--- src/rtl/seq_shift_add_multiplier.sv ---
// seq_shift_add_multiplier
//   Iterative unsigned multiplier, one shift-add step per clock.
//   Prod = A * B, exact, 2*WIDTH bits. Fixed latency of WIDTH clocks from
//   accept to out_valid; a zero operand still runs every iteration.
//
//   state | meaning
//   ------+-----------------------------------------------------------
//   IDLE  | waiting for in_valid; in_ready=1
//   BUSY  | running WIDTH shift-add iterations; request channel closed
//   DONE  | Prod valid and held until out_ready
//
// Ports
//   clk        rising-edge clock
//   rst        synchronous, active-high reset
//   in_valid   requester has operands on A/B
//   in_ready   block can accept operands (registered)
//   A          multiplicand, unsigned, WIDTH bits
//   B          multiplier, unsigned, WIDTH bits
//   out_valid  Prod holds a completed result (registered)
//   out_ready  consumer takes the result
//   Prod       product, 2*WIDTH bits; keeps the last result after handoff
//   busy       high in BUSY or DONE (registered)
module seq_shift_add_multiplier #(
    parameter int WIDTH = 4
) (
    input  logic                   clk,
    input  logic                   rst,
    input  logic                   in_valid,
    output logic                   in_ready,
    input  logic [WIDTH-1:0]       A,
    input  logic [WIDTH-1:0]       B,
    output logic                   out_valid,
    input  logic                   out_ready,
    output logic [2*WIDTH-1:0]     Prod,
    output logic                   busy
);

    localparam int CNT_W = $clog2(WIDTH + 1);
    localparam logic [CNT_W-1:0] LAST_ITER = CNT_W'(WIDTH - 1);

    typedef enum logic [1:0] {
        S_IDLE = 2'd0,
        S_BUSY = 2'd1,
        S_DONE = 2'd2
    } state_t;

    state_t               state_q,     state_d;
    logic [WIDTH-1:0]     m_q,         m_d;
    logic [2*WIDTH:0]     p_q,         p_d;
    logic [CNT_W-1:0]     cnt_q,       cnt_d;
    logic [2*WIDTH-1:0]   prod_q,      prod_d;
    logic                 in_ready_q,  in_ready_d;
    logic                 out_valid_q, out_valid_d;
    logic                 busy_q,      busy_d;

    logic [WIDTH:0]       upper;
    logic [2*WIDTH:0]     p_shifted;

    always_comb begin
        // Upper half is WIDTH+1 bits so the add carry is kept and then
        // shifted down into the product on the same step.
        if (p_q[0]) begin
            upper = p_q[2*WIDTH:WIDTH] + {1'b0, m_q};
        end else begin
            upper = p_q[2*WIDTH:WIDTH];
        end
        p_shifted = {1'b0, upper, p_q[WIDTH-1:1]};

        state_d = state_q;
        m_d     = m_q;
        p_d     = p_q;
        cnt_d   = cnt_q;
        prod_d  = prod_q;

        case (state_q)
            S_IDLE: begin
                if (in_valid && in_ready_q) begin
                    m_d     = A;
                    p_d     = {{(WIDTH+1){1'b0}}, B};
                    cnt_d   = '0;
                    state_d = S_BUSY;
                end
            end
            S_BUSY: begin
                p_d   = p_shifted;
                cnt_d = cnt_q + 1'b1;
                if (cnt_q == LAST_ITER) begin
                    prod_d  = p_shifted[2*WIDTH-1:0];
                    state_d = S_DONE;
                end
            end
            S_DONE: begin
                if (out_ready) begin
                    state_d = S_IDLE;
                end
            end
            default: begin
                state_d = S_IDLE;
            end
        endcase

        // Handshake outputs are registered, derived from the next state.
        in_ready_d  = (state_d == S_IDLE);
        out_valid_d = (state_d == S_DONE);
        busy_d      = (state_d != S_IDLE);
    end

    always_ff @(posedge clk) begin
        if (rst) begin
            state_q     <= S_IDLE;
            m_q         <= '0;
            p_q         <= '0;
            cnt_q       <= '0;
            prod_q      <= '0;
            in_ready_q  <= 1'b1;
            out_valid_q <= 1'b0;
            busy_q      <= 1'b0;
        end else begin
            state_q     <= state_d;
            m_q         <= m_d;
            p_q         <= p_d;
            cnt_q       <= cnt_d;
            prod_q      <= prod_d;
            in_ready_q  <= in_ready_d;
            out_valid_q <= out_valid_d;
            busy_q      <= busy_d;
        end
    end

    assign in_ready  = in_ready_q;
    assign out_valid = out_valid_q;
    assign busy      = busy_q;
    assign Prod      = prod_q;

endmodule
--- config.mk ---
export PLATFORM = sky130hd
export DESIGN_NAME = seq_shift_add_multiplier
export DESIGN_NICKNAME = d
export VERILOG_FILES = /design/src/rtl/seq_shift_add_multiplier.sv
export SDC_FILE = /design/constraint.sdc
export NUM_CORES = 1
export LEC_CHECK = 0
export CAP_MARGIN = 20
export CORE_MARGIN = 1.5
export CORE_UTILIZATION = 35
export CTS_CLUSTER_SIZE = 10
export DETAILED_ROUTE_END_ITERATION = 7
export GPL_TIMING_DRIVEN = 0
export PLACE_DENSITY = 0.6
export SYNTH_ARGS = -nofsm -noshare
export SYNTH_HDL_FRONTEND = slang
export SYNTH_SLANG_ARGS = --single-unit
--- constraint.sdc ---
create_clock -name clk -period 1.8 [get_ports clk]
set_clock_uncertainty 0.1 [all_clocks]
set_input_delay 0.36 -clock clk [delete_from_list [all_inputs] [get_ports clk]]
set_output_delay 0.36 -clock clk [all_outputs]
set_load 0.01 [all_outputs]
==> summary.txt <==
Status
  • Status: complete, no violations

Placement
  • GPL Wtd Cong: ~0.71
  • Dpl cell area: between 1500 and 2000 um^2
  • Post-Place Cells: between 200 and 250
  • Post-DP HPWL: ~2100 um
  • Number of port buffers: 21
  • Pre-CTS WS: -139 ps

CTS
  • Clk Latency, worst-skew pair: 350 ps
  • # clock sinks: 28
  • CTS H-tree depth: 1
  • Clk buf depth: 2
  • Total CTS buffers: 3
  • Register clock-pin slew on the reported worst setup and hold paths: 160 ps
  • Root Buffer: clkbuf_4
  • CTS tree: done

Cells and area
  • Finished Cell Area: around 1700 um^2
  • # nets final: ~180
  • Share of cells above drive strength 1: 0.183
  • Finished Layout Cells: 210
  • Diodes inserted: 0
  • Area grow syn2layout: 30.0%
  • Core Util, Final: 0.485

Synthesis
  • Yosys reg bits: 28
  • Synth Area in XOR/XNOR: 0.00688
  • Sequential fraction of the synthesis area: 0.440
  • Synth Cell Area: 1270 um^2
  • Yosys Warn Count: 0
  • Post-synthesis mux area share: 0.0560
  • Yosys cell types: 37
  • Simple-Gate Fraction of Synth Area: 0.211
  • Cell count after synthesis: 138
  • Largest family of logic cells by synthesized area: simple AND/OR/NAND/NOR gates
  • Syn avg cell area: ~9.2 um^2
  • Syn nets: approximately 160
  • Synth Area in Adders: 0.0747
  • Compound-cell area share of the yosys netlist: 0.159

STA
  • Final Hold Viols: 0
  • Max-slew violation count: 0
  • Setup TNS: 0 ps
  • RSZ-0062 raised after global routing: true
  • Post-route setup slack: about 44 ps
  • Max Clk Rate: between 0.5 and 0.6 GHz
  • Slew of the pin with the lowest slew margin: between 600 and 700 ps
  • Min Hold Slack: 289 ps
  • Max_slew headroom: 0.580
  • Final worst path period share: 0.976
  • Final min period: between 1500 and 2000 ps
  • Final count of negative-setup-slack endpoints: 0

Route
  • Vias: about 1100
  • Avg Vias per Cell: 5.03
  • Per-cell routed wire length: 14.1 um
  • 1st-pass router iterations: 4
  • DRT Wirelength: about 3000 um
  • Drc violations: 0
  • Post-DRT Antenna Nets: 0
  • DRT iter0 DRCs: 39

Die
  • Die ar.: between 4000 and 5000 um^2
  • Core ar.: 3420 um^2
  • DIE WIDTH: 63.3 um
  • Initial core utilization: 0.373
  • Num rows: 21
  • IO Pins: 23
  • Die H: ~63 um

Critical path
  • Slowest cell on the critical path: dfxtp_1
  • CP Data Arrival Time: 1940 ps
  • Largest delay share family, worst path: simple AND/OR/NAND/NOR gates
  • Worst path bufs/invs: 0
  • CP Max Fanout: 5
  • Max stage delay on crit path: 380 ps
  • Kind of start point of the critical path: flop
  • Crit. End Element: flop
  • CP Data Required Time: 1980 ps
  • Worst Path Class, Setup: flop to flop
  • Crit-path cells: ha_4 -> or3b_1 -> a31oi_1 -> nor3_1 -> a211oi_2

Run
  • Total of max-cap violations: 0

Global route
  • Top Usage Layer GRT: met2
  • First-pass GRT wire length: 4820 um
  • Tot GR Track Use: 0.155
  • Initial antenna violation count: 0
  • GR Util met3: 0.0214
  • Grt total ovfl: 0
  • Largest net degree at the start of global routing: 17
  • Number of global-route vias before repair: between 1000 and 1500
  • M1 GR Usage: 0.200
  • GR met2 Demand/Resource: 0.247

Pwr
  • Pwr dens: between 700 and 800 nW/um^2
  • Tot Pwr: 1.28 mW
  • Peak VDD IR: 301 uV
  • Leak: 0.588 nW

Min path
  • HP Class: input port to flop
-- layout by cell type, fill, tap and decap left out, types with 3 or more instances in the layout --
cell type,netlist,final
clkbuf_1,4,4
inv_1,5,4
nor2_2,3,3
ha_4,0,3
mux2i_1,6,6
nand3b_1,3,3
clkbuf_4,0,3
a311oi_1,3,3
clkdlybuf4s50_1,0,21
a211oi_2,3,3
nor2_1,17,17
dfxtp_1,28,25
nand2_1,17,17
ha_1,6,3
nor3_1,3,3
a21oi_1,11,11
dfxtp_2,0,3
-- what timing repair did --
action                                  CTS  global route
buffers inserted                          1             0
resized for setup                         1            10
pin swaps                                 0             2
hold buffers                              0             0
endpoints found under the setup margin    1             6
-- cells by family (layout without fill, tap and decap cells) --
kind of cell	count (synthesis)	in the layout
simple gates	54	54
compound gates	28	28
flops	28	28
buf+inv	13	39
fa+ha+maj	7	7
mux	7	7
xor+xnor	1	1
-- Yosys cell counts (all sizes together) --
cell type  number  area share
o31ai           3       0.022
a22oi           2       0.012
inv             5       0.015
and4b           1      0.0079
a21oi          11       0.043
o21a            1      0.0059
or2b            1      0.0059
nor2           20       0.065
nand2          17       0.050
and2            1      0.0069
or2             1      0.0049
nor3            4       0.020
nand3b          3       0.018
a311oi          3       0.021
xnor2           1      0.0069
dfxtp          28        0.44
a211oi          4       0.035
buf             4       0.026
clkbuf          4       0.012
or3b            2       0.014
o21ai           1      0.0039
nand2b          1      0.0049
a221oi          1      0.0069
o22ai           1      0.0049
nor2b           3       0.015
mux2            1      0.0088
ha              6       0.059
fa              1       0.016
mux2i           6       0.047
a31oi           1      0.0049
-- state kept, by name (all words and copies together) (netlist names) --
| register | count |
|---|---|
| Prod | 8 |
| p_q | 8 |
| m_q | 4 |
| cnt_q | 3 |
| state_q | 2 |
| busy | 1 |
| in_ready | 1 |
| out_valid | 1 |
-- per-layer routing --
metal  wire length (um)  vias to the layer above
met5                  0                        -
met4                 84                        0
met3                 93                        8
met2               1450                       24
met1               1330                      497
li1                   -                      528
-- path summary, 6_finish.rpt --
path                              start      end  slack [ps]  cells past startpoint
worst max-delay path             p_q[7]  Prod[6]          40                      5
worst min-delay path                rst   p_q[3]         290                      2
worst max register to register   p_q[7]  Prod[6]          40                      5
worst min register to register  Prod[1]  Prod[1]         370                      2
-- layout make-up --
| cell class | count | area, um^2 |
|---|---|---|
| timing repair buffer | 22 | 218 |
| tap | 46 | 57.6 |
| multi-input combinational | 97 | 697 |
| sequential | 28 | 564 |
| clock buffer | 3 | 22.5 |
| buffer | 8 | 47.5 |
| clock inverter | 1 | 30.0 |
| inverter | 5 | 18.8 |
| fill | 325 | 1760 |
-- where the power goes --
part | switching [mW] | internal, mW
Clock | 0.204 | 0.226
Sequential | 0.0216 | 0.647
Combinational | 0.0957 | 0.0891
Total | 0.322 | 0.962
Power figures use the tool's default switching activity.
